[src/rtl/lsu_mem_if.sv]
// lsu_mem_if: load/store initiator between the CPU memory stage and a word-only
// data memory; SB/SH are done as read-modify-write over two memory cycles.
// Ports: req_* (valid/ready request in), rsp_* (valid/ready response out),
//        mem_ce/mem_we/mem_addr/mem_wtData/mem_rdData (word memory side).
// Option: define LSU_ERR_EN to flag misaligned or out-of-range (>= MEM_BYTES)
//         accesses; otherwise rsp_err is 0 and addresses are truncated.
module lsu_mem_if #(
  parameter int unsigned MEM_BYTES = 4096
) (
  input  logic        clk,
  input  logic        rst,
  input  logic        req_valid,
  output logic        req_ready,
  input  logic [2:0]  req_op,
  input  logic [31:0] req_addr,
  input  logic [31:0] req_wdata,
  output logic        rsp_valid,
  input  logic        rsp_ready,
  output logic [31:0] rsp_data,
  output logic        rsp_err,
  output logic        mem_ce,
  output logic        mem_we,
  output logic [31:0] mem_addr,
  output logic [31:0] mem_wtData,
  input  logic [31:0] mem_rdData
);

  localparam logic [2:0] OP_LW  = 3'd0;
  localparam logic [2:0] OP_LH  = 3'd1;
  localparam logic [2:0] OP_LHU = 3'd2;
  localparam logic [2:0] OP_LB  = 3'd3;
  localparam logic [2:0] OP_LBU = 3'd4;
  localparam logic [2:0] OP_SW  = 3'd5;
  localparam logic [2:0] OP_SH  = 3'd6;
  localparam logic [2:0] OP_SB  = 3'd7;

  typedef enum logic [2:0] {
    IDLE, ACCESS, RMW_RD, RMW_WR, RESP
  } state_t;

  state_t      state_q, state_d;
  logic [2:0]  op_q, op_d;
  logic [31:0] addr_q, addr_d;
  logic [31:0] wdata_q, wdata_d;
  logic [31:0] old_q, old_d;
  logic [31:0] rsp_data_q, rsp_data_d;
  logic        rsp_err_q, rsp_err_d;
  logic        req_err;

`ifdef LSU_ERR_EN
  logic misal;
  always_comb begin
    misal = 1'b0;
    case (req_op)
      OP_LW, OP_SW:         misal = |req_addr[1:0];
      OP_LH, OP_LHU, OP_SH: misal = req_addr[0];
      default:              misal = 1'b0;
    endcase
    req_err = misal || (req_addr >= MEM_BYTES);
  end
`else
  logic unused_cfg;
  assign unused_cfg = (MEM_BYTES == 0);
  assign req_err = 1'b0;
`endif

  // Little-endian lane pick; halfwords look at lane[1] only.
  function automatic logic [31:0] load_ext(
    input logic [2:0]  op,
    input logic [1:0]  lane,
    input logic [31:0] w
  );
    logic [7:0]  b;
    logic [15:0] h;
    b = w[{lane, 3'b000} +: 8];
    h = lane[1] ? w[31:16] : w[15:0];
    case (op)
      OP_LH:   load_ext = {{16{h[15]}}, h};
      OP_LHU:  load_ext = {16'h0, h};
      OP_LB:   load_ext = {{24{b[7]}}, b};
      OP_LBU:  load_ext = {24'h0, b};
      default: load_ext = w;
    endcase
  endfunction

  function automatic logic [31:0] merge(
    input logic [2:0]  op,
    input logic [1:0]  lane,
    input logic [31:0] old,
    input logic [31:0] wd
  );
    merge = old;
    if (op == OP_SB)
      merge[{lane, 3'b000} +: 8] = wd[7:0];
    else if (lane[1])
      merge[31:16] = wd[15:0];
    else
      merge[15:0] = wd[15:0];
  endfunction

  always_comb begin
    state_d    = state_q;
    op_d       = op_q;
    addr_d     = addr_q;
    wdata_d    = wdata_q;
    old_d      = old_q;
    rsp_data_d = rsp_data_q;
    rsp_err_d  = rsp_err_q;
    req_ready  = 1'b0;
    rsp_valid  = 1'b0;
    mem_ce     = 1'b0;
    mem_we     = 1'b0;
    mem_addr   = 32'h0;
    mem_wtData = 32'h0;
    unique case (state_q)
      IDLE: begin
        req_ready = 1'b1;
        if (req_valid) begin
          op_d       = req_op;
          addr_d     = req_addr;
          wdata_d    = req_wdata;
          rsp_data_d = 32'h0;
          rsp_err_d  = req_err;
          if (req_err)
            state_d = RESP;
          else if (req_op == OP_SH || req_op == OP_SB)
            state_d = RMW_RD;
          else
            state_d = ACCESS;
        end
      end
      ACCESS: begin
        mem_ce   = 1'b1;
        mem_addr = {addr_q[31:2], 2'b00};
        if (op_q == OP_SW) begin
          mem_we     = 1'b1;
          mem_wtData = wdata_q;
        end else begin
          rsp_data_d = load_ext(op_q, addr_q[1:0], mem_rdData);
        end
        state_d = RESP;
      end
      RMW_RD: begin
        mem_ce   = 1'b1;
        mem_addr = {addr_q[31:2], 2'b00};
        old_d    = mem_rdData;
        state_d  = RMW_WR;
      end
      RMW_WR: begin
        mem_ce     = 1'b1;
        mem_we     = 1'b1;
        mem_addr   = {addr_q[31:2], 2'b00};
        mem_wtData = merge(op_q, addr_q[1:0], old_q, wdata_q);
        state_d    = RESP;
      end
      RESP: begin
        rsp_valid = 1'b1;
        if (rsp_ready) state_d = IDLE;
      end
      default: state_d = IDLE;
    endcase
  end

  always_ff @(posedge clk or posedge rst) begin
    if (rst) begin
      state_q    <= IDLE;
      op_q       <= 3'd0;
      addr_q     <= 32'h0;
      wdata_q    <= 32'h0;
      old_q      <= 32'h0;
      rsp_data_q <= 32'h0;
      rsp_err_q  <= 1'b0;
    end else begin
      state_q    <= state_d;
      op_q       <= op_d;
      addr_q     <= addr_d;
      wdata_q    <= wdata_d;
      old_q      <= old_d;
      rsp_data_q <= rsp_data_d;
      rsp_err_q  <= rsp_err_d;
    end
  end

  assign rsp_data = rsp_data_q;
  assign rsp_err  = rsp_err_q;

endmodule

[config.mk]
export PLATFORM = sky130hd
export DESIGN_NAME = lsu_mem_if
export DESIGN_NICKNAME = d
export VERILOG_FILES = /design/src/rtl/lsu_mem_if.sv
export SDC_FILE = /design/constraint.sdc
export NUM_CORES = 1
export LEC_CHECK = 0
export ABC_CLOCK_PERIOD_IN_PS = 7300
export BUFFER_PORTS_ARGS = -buffer_cell sky130_fd_sc_hd__buf_2
export CORE_ASPECT_RATIO = 1.5
export CORE_MARGIN = 5
export CORE_UTILIZATION = 56
export DETAILED_ROUTE_END_ITERATION = 8
export GPL_TIMING_DRIVEN = 0
export PLACE_DENSITY = 0.95
export SLEW_MARGIN = 10
export SYNTH_ARGS = -nofsm -noshare
export SYNTH_HDL_FRONTEND = slang
export SYNTH_SLANG_ARGS = --single-unit
[constraint.sdc]
create_clock -name clk -period 7.3 [get_ports clk]
set_input_delay 1.46 -clock clk [delete_from_list [all_inputs] [get_ports clk]]
set_output_delay 1.46 -clock clk [all_outputs]
set_load 0.02 [all_outputs]
==> results.md, run 1 <==
* Status: completed
* Hold WC Path Type: reg2reg
* Critical-path maximum fanout at 10
* Most frequent cells in the layout: buf_2, dfrtp_1, mux2_2
* Final WS setup at 2.52 ns
* Hold Crit Depth at 1
* Yosys warns at 0
* Crit-path leading delay family: buffers and inverters
* WL final at 22.4 mm
* Pin count of the biggest net entering global routing at 86
* Final Max Tran Viols at 0
* Most frequent cell on the critical path: buf_2
* CTS Buf Count at 17
* Core area at 0.0124 mm^2
* Die Y at 147 um
* Vias at 6220
* Area Overhead vs Synth at 26.1%
* Worst hold start: rsp_data[31]
* # fillers at 811
* Post-layout min period at 4.78 ns
* # setup viols final at 0
* Worst IR Drop VDD at 0.270 mV
* Syn avg cell area at 11.9 um^2
* Number of synthesized flops with an enable pin at 0
* Die width at 101 um
* Global-route wire length before repair at 35.3 mm
* R2R Path Start: addr_q[1]
* Worst Hold End: rsp_data[31]
* Fin Setup TNS at 0 ns
* Vias per cell at 6.35
* Slew HR at 55.3%
* Worst EP arrival at 3.32 ns
* Clock Latency Late Sink at 0.43 ns
* Slowest-stage cell, CP: dfrtp_1
* Cts hold-fix bufs at 0
* Critical path launch point type: flop
* Total grt overflow at 0
* Buf/Inv on CP at 5
* Synth Cell Area at 0.00700 mm^2
* Layout cells sized above 1 at 47.5%
* Layout Nets at 918
* Synth top area cells: dfrtp_1, mux2_2, a22o_1
* Clock skew at 0.00815 ns
* P per Cell Area at 469 mW/mm^2
* Clock buffer depth at 2
* CTS H-tree depth at 4
* Critical-path cell list: buf_2, buf_2, inv_1, ha_1, nor4bb_1, clkbuf_1, a221oi_1, a21oi_1, a22o_1, buf_2
* GRT Resource Usage Total at 30.6%
* Critical Path Max Stage Delay at 0.38 ns
* Diodes inserted at 0
* CTS clk-pin slew, worst paths at 0.06 ns
* # Post-CTS Setup Buffers at 0
* IO buf count at 200
* Max-cap violations at 0
* Power Total at 4.14 mW
* Drt initial violations at 564
* Routed Antenna Nets at 0
* Sequential cell area fraction in the yosys report at 47.9%
* CTS tree: done
* Vias in the first global route at 6613
* Initial antenna violation count at 0
* Peak Freq at 209 MHz
* Leading cell type in the layout, fill and taps excluded: buf_2
* Drt first pass iters at 5
* Library cells used by synthesis at 56
* Post-CTS Resized at 0
* CP required at 5.84 ns
* RePlAce Congestion at 0.956
* Mean routed wirelength per cell at 22.8 um
* # IOs at 204
* Root buffer cell: clkbuf_16
* Synth Flop Type: dfrtp_1
* Final hold viol count at 0
* Leak at 4.23 nW
* Die area at 0.0149 mm^2
* RSZ-0062 raised after global routing: no
* CP Capture Type: output pin
* Crit share post-route at 65.5%
* DR DRC count at 0
* Reg2Reg Capture Point: rsp_data[4]
* R2r worst-path depth at 6
* Initial Utilization at 56.5%
* FF-to-FF setup slack at 5.16 ns
* Cell taking the most area after synthesis: dfrtp_1
* DP HPWL at 16.4 mm
* Synthesized flop and latch total at 134
* Worst-Margin Slew at 0.670 ns
* Crit Path Class: reg2out
* Pre-CTS setup slack at 3.13 ns
* Synth Instances at 588
* Synth top area share at 47.9%
* Final core utilization at 71.2%
* Asr flop ratio synth at 100%
* Row Count at 50
* CTS Sinks at 134
[power breakdown]
part	leakage [nW]	internal (mW)	switching, mW
clock network	0.289	0.497	0.362
registers	1.64	1.09	0.279
logic	2.31	0.835	1.08
total	4.23	2.42	1.72
[cell type report]
type / count / area, um^2 / share of cell area [%]
clock inverters: 13 / 135 / 1.53
repair buffers: 201 / 1030 / 11.7
multi-input cells: 398 / 3340 / 37.9
plain buffers: 48 / 268 / 3.04
inverters: 10 / 42.5 / 0.482
flip-flops and latches: 134 / 3350 / 38.0
well taps: 156 / 195 / 2.21
clock buffers: 19 / 453 / 5.14
[synthesized netlist by cell type, types with 2 or more instances]
| cell | number |
|---|---|
| dfrtp_1 | 134 |
| mux2_2 | 101 |
| and2_1 | 40 |
| a22o_1 | 30 |
| buf_2 | 22 |
| nand2_1 | 22 |
| nor2_1 | 22 |
| mux2i_1 | 21 |
| a21oi_1 | 19 |
| o21ai_0 | 17 |
| o2bb2ai_1 | 16 |
| a221oi_1 | 15 |
| clkbuf_1 | 13 |
| buf_4 | 10 |
| inv_1 | 10 |
| o22ai_1 | 9 |
| a221o_1 | 8 |
| a32o_1 | 8 |
| o221a_2 | 8 |
| o22a_1 | 7 |
| ha_1 | 5 |
| nor3_1 | 4 |
| a31oi_1 | 3 |
| and3_1 | 3 |
| buf_6 | 3 |
| o21a_1 | 3 |
| nand2b_1 | 2 |
| nand3b_1 | 2 |
| nor3b_2 | 2 |
| or2_2 | 2 |
| xnor2_1 | 2 |
[metal layers]
layer | up-vias | track usage [%] | share of wire [%]
met5 | - | 0 | 0
met4 | 0 | 16.2 | 5.9
met3 | 124 | 8.17 | 9.6
met2 | 436 | 52.2 | 51
met1 | 3006 | 34.3 | 34
li1 | 2654 | - | -
[worst max-delay path by stage]
stage | start | to | slack [ns] | cells after the start
after floorplan | rst | addr_q[0] | 2.26 | 1
after global placement | rst | addr_q[5] | 0.87 | 2
after detailed placement | addr_q[1] | mem_wtData[26] | 3.13 | 10
after CTS | addr_q[1] | mem_wtData[31] | 2.60 | 10
after global routing | addr_q[1] | mem_wtData[24] | 2.44 | 10
final | addr_q[1] | mem_wtData[31] | 2.52 | 10
[sequential cells by signal (all words and copies together), names as in the netlist]
register,cells
addr_q,32
old_q,32
op_q,3
rsp_data,32
state_q,3
wdata_q,32
[metrics by stage]
step	hold slack, ns	std cells	instance area [um^2]
after floorplan	0.472	590	7000
after global placement	0.466	946	8200
after detailed placement	0.469	947	8230
after CTS	0.489	979	8820
after global routing	0.495	979	8820
final	0.486	979	8820
[logic make-up after synthesis]
kind of cell / synth area share [%]
xor+xnor: 0.250
mux: 19.6
fa+ha+maj: 0.894
simple gates: 8.87
flops: 47.9
other cells: 0.0536
compound gates: 18.0
buf+inv: 4.36
No activity file was read; power rests on OpenSTA's default activity.
==> run 2: changes to the inputs <==
- ABC_CLOCK_PERIOD_IN_PS: 7300 -> 5000
- CORE_UTILIZATION: 56 -> 52
- PLACE_DENSITY: 0.95 -> 0.91
- clock period: 7.3 -> 5 ns (I/O delays scaled with it)
==> run 2 against run 1 <==
Against the previous run:
- die area is 7.0% higher
- clock power grew 42%
- register-to-register slack got worse by 2.2 ns
- sequential cell count did not move
- global-route usage shrank 3.6 points
- utilization is 5.1 points lower
- worst hold slack lost 0.0019 ns
- clock skew about the same
- worst setup slack got worse by 1.8 ns
- via count is 3.5% lower
- critical path type unchanged
==> results.md, run 2 (synthesized netlist as in run 1, its figures left out) <==
* Status: completed
* Clock buffer depth at 2
* RePlAce Congestion at 0.927
* Worst EP arrival at 3.26 ns
* Total grt overflow at 0
* WL final at 21.4 mm
* Most frequent cell on the critical path: buf_2
* CTS H-tree depth at 4
* Area of the multi-input gates at 0.00334 mm^2
* Cts hold-fix bufs at 0
* Layout cells sized above 1 at 47.4%
* Critical path launch point type: flop
* Initial antenna violation count at 1
* Vias at 6004
* Slew HR at 54.6%
* Buf/Inv on CP at 5
* GRT Resource Usage Total at 27.0%
* Post-CTS Resized at 0
* CTS Sinks at 134
* Crit share post-route at 85.2%
* Worst hold slack at 0.484 ns
* Clock Latency Late Sink at 0.42 ns
* CTS clk-pin slew, worst paths at 0.06 ns
* Slowest-stage cell, CP: dfrtp_1
* DP HPWL at 16.1 mm
* Mean routed wirelength per cell at 21.7 um
* # fillers at 959
* Area Overhead vs Synth at 26.0%
* Placement Cell Area at 0.00824 mm^2
* Vias per cell at 6.10
* Core area at 0.0133 mm^2
* Design area at 0.00881 mm^2
* Routed Antenna Nets at 0
* CTS tree: done
* Clock skew at 0.00820 ns
* Critical Path Max Stage Delay at 0.39 ns
* Hold WC Path Type: reg2reg
* Crit. path cell count at 10
* Drt initial violations at 520
* RSZ-0062 raised after global routing: no
* DR DRC count at 0
* Final hold viol count at 0
* Critical-path cell list: buf_2, buf_2, inv_1, ha_1, nor4bb_1, clkbuf_1, a221oi_1, a21oi_1, a22o_1, buf_2
* Most frequent cells in the layout: buf_2, dfrtp_1, mux2_2
* Pin count of the biggest net entering global routing at 85
* Die area at 0.0159 mm^2
* # setup viols final at 0
* Max-cap violations at 0
* Layout Nets at 918
* CP required at 4.00 ns
* CP Capture Type: output pin
* Leak at 4.22 nW
* Peak Freq at 235 MHz
* Crit-path leading delay family: buffers and inverters
* Die width at 105 um
* Worst hold start: rsp_data[27]
* # IOs at 204
* Worst IR Drop VDD at 0.389 mV
* CP Launch Point: addr_q[1]
* # Post-CTS Setup Buffers at 0
* Final Max Tran Viols at 0
* Die Y at 152 um
* Final core utilization at 66.1%
* Initial Utilization at 52.4%
* Fin Setup TNS at 0 ns
* IO buf count at 200
* R2r worst-path depth at 6
* Critical-path maximum fanout at 10
* P per Cell Area at 677 mW/mm^2
* Crit Path Class: reg2out
* Leading cell type in the layout, fill and taps excluded: buf_2
* Worst-Margin Slew at 0.681 ns
* R2R Path Start: state_q[2]
* Root buffer cell: clkbuf_16
* Sequential cell area at 0.00335 mm^2
* Global-route wire length before repair at 34.5 mm
* Vias in the first global route at 6453
* Hold Crit Depth at 1
* Row Count at 52
* CTS Buf Count at 17
* Drt first pass iters at 5
* Post-layout min period at 4.26 ns
* Power Total at 5.96 mW
[run 2: cell types whose count changed in the layout (fill, tap and decap cells not counted)]
cell and delta:
clkinv_2 +1, clkinvlp_4 +1, inv_6 +1, inv_8 -2, diode_2 +1, clkinv_4 -2
[run 2: power by group]
part,total (mW),internal (mW),switching (mW)
Sequential,1.98,1.59,0.391
Combinational,2.76,1.22,1.54
Clock,1.22,0.715,0.501
[run 2: path summary, 6_finish.rpt]
kind	to	slack (ns)
min in group asynchronous	addr_q[27]	0.61
max in group asynchronous	rsp_data[15]	3.62
max reg2reg	wdata_q[20]	2.94
max	mem_wtData[29]	0.74
min	rsp_data[27]	0.48
min reg2reg	rsp_data[27]	0.48
[run 2: through the flow]
step           cells  worst slack (ns)
2_1_floorplan    590             0.417
3_3_place_gp     952            -0.993
3_5_place_dp     953              1.29
4_1_cts          984             0.828
5_1_grt          985             0.582
6_report         985             0.739
[run 2: cell type report]
cell class | count | area share, %
sequential | 134 | 38.1
clock buffer | 19 | 5.14
inverter | 10 | 0.483
antenna | 1 | 0.0284
tap | 162 | 2.30
timing repair buffer | 201 | 11.7
buffer | 48 | 3.04
clock inverter | 12 | 1.32
multi-input combinational | 398 | 38.0
[run 2: worst register-to-register path: cells and delay by family, from the launching register on]
| kind | cells | cell delay [ns] |
|---|---|---|
| multiplexers | 1 | 0.36 |
| AND/OR/NAND/NOR | 2 | 0.48 |
| flip-flops | 1 | 0.40 |
| buffers and inverters | 3 | 0.70 |
[run 2: metal layers]
metal	vias to the layer above	part of all wire, %	GRT usage, %
li1	2646	-	-
met1	2924	35	30.0
met2	353	51	46.7
met3	81	8.9	7.43
met4	0	5.3	14.0
met5	-	0	0
==> run 3: changes to the inputs <==
- CORE_ASPECT_RATIO: 1.5 -> unset
==> run 3 against run 2 <==
Against the previous run:
- final cell count rose by 1.4%
- register-to-register slack got worse by 0.13 ns
- clock skew barely moved
- worst hold slack improved by 0.0021 ns
- power rose by 3.4%
- combinational power rose by 2%
- via count rose by 1.8%
- die area fell by 0.30%
- worst setup slack got worse by 0.067 ns
- clock power rose by 13%
- largest cell class unchanged
- routed wire length rose by 3.0%
==> results.md, run 3 (synthesized netlist as in run 1, its figures left out) <==
* Initial Utilization at 52.8%
* Most frequent cells in the layout: buf_2, dfrtp_1, mux2_2
* Worst hold slack at 0.486 ns
* Status: completed
* # setup viols final at 0
* Hold WC Path Type: reg2reg
* Design area at 0.00891 mm^2
* Vias at 6113
* Area Overhead vs Synth at 27.3%
* P per Cell Area at 692 mW/mm^2
* Total grt overflow at 0
* Final WS setup at 0.672 ns
* Post-layout min period at 4.33 ns
* Vias in the first global route at 6182
* Max-cap violations at 0
* CTS Sinks at 134
* Worst IR Drop VDD at 0.449 mV
* R2r worst-path depth at 6
* Clock buffer depth at 2
* Crit. path cell count at 10
* Leak at 4.25 nW
* Critical Path Max Stage Delay at 0.40 ns
* Clock skew at 0.00804 ns
* Initial antenna violation count at 1
* Core area at 0.0132 mm^2
* RSZ-0062 raised after global routing: no
* Slowest-stage cell, CP: clkbuf_1
* CTS H-tree depth at 4
* Vias per cell at 6.12
* CTS clk-pin slew, worst paths at 0.05 ns
* Leading cell type in the layout, fill and taps excluded: buf_2
* IO buf count at 200
* Crit Path Class: reg2out
* # IOs at 204
* GRT Resource Usage Total at 27.7%
* Layout Nets at 918
* Peak Freq at 231 MHz
* Die width at 126 um
* Critical path launch point type: flop
* Critical-path maximum fanout at 10
* Drt initial violations at 596
* Die area at 0.0159 mm^2
* Critical-path cell list: buf_2, buf_2, inv_1, ha_1, nor4bb_1, clkbuf_1, a221oi_1, a21oi_1, a22o_1, buf_2
* Hold Crit Depth at 1
* Root buffer cell: clkbuf_16
* RePlAce Congestion at 0.954
* Pin count of the biggest net entering global routing at 75
* Buf/Inv on CP at 5
* CP required at 4.00 ns
* CP Capture Type: output pin
* Routed Antenna Nets at 0
* Fin Setup TNS at 0 ns
* Worst EP arrival at 3.33 ns
* Cts hold-fix bufs at 0
* Most frequent cell on the critical path: buf_2
* Mean routed wirelength per cell at 22.0 um
* DP HPWL at 16.3 mm
* Drt first pass iters at 5
* Die Y at 126 um
* Crit-path leading delay family: buffers and inverters
* Slew HR at 48.5%
* Post-CTS Resized at 0
* Final core utilization at 67.3%
* Clock Latency Late Sink at 0.42 ns
* Row Count at 42
* CTS tree: done
* Worst-Margin Slew at 0.773 ns
* Final hold viol count at 0
* Final Max Tran Viols at 0
* Placement Cell Area at 0.00826 mm^2
* DR DRC count at 0
* Pre-CTS setup slack at 1.27 ns
* Layout cells sized above 1 at 47.1%
* Crit share post-route at 86.6%
* WL final at 22.0 mm
* CTS Buf Count at 17
* Global-route wire length before repair at 34.5 mm
* # Post-CTS Setup Buffers at 0
[run 3: worst paths after layout]
kind,from,end,slack [ns]
setup reg to reg,state_q[2],wdata_q[4],2.81
hold / removal,rsp_data[20],rsp_data[20],0.49
hold reg to reg,rsp_data[20],rsp_data[20],0.49
max in group asynchronous,rst,state_q[2],3.62
setup / recovery,addr_q[1],mem_wtData[30],0.67
min in group asynchronous,rst,wdata_q[21],0.64
[run 3: final cells by class]
class	instances	area, um^2
Fill cell	958	4340
Sequential cell	134	3350
Multi-Input combinational cell	398	3340
Timing Repair Buffer	201	1030
Clock buffer	23	478
Buffer	48	268
Tap cell	176	220
Clock inverter	8	170
Inverter	10	42.5
Antenna cell	1	2.50
[run 3: power by group]
group,total (mW),switching [mW],internal (mW)
Clock,1.38,0.455,0.921
Combinational,2.81,1.59,1.22
Sequential,1.98,0.385,1.59
[run 3: layer usage]
metal	track usage, %	share of wire, %	vias up
met5	0	0	-
met4	11.2	4.2	0
met3	8.09	10	86
met2	44.4	48	412
met1	35.4	38	2956
li1	-	-	2659
[run 3: stage by stage]
step	power, mW	std cells
after global routing	6.48	999
after floorplan	3.88	590
final	6.17	999
after CTS	6.12	998
after global placement	4.61	966
after detailed placement	4.72	967
[run 3: worst reg2reg max path: cells and delay by family (launching register included)]
family	cells	cell delay [ns]
simple gates	2	0.50
buf+inv	3	0.80
mux	1	0.37
flops	1	0.40
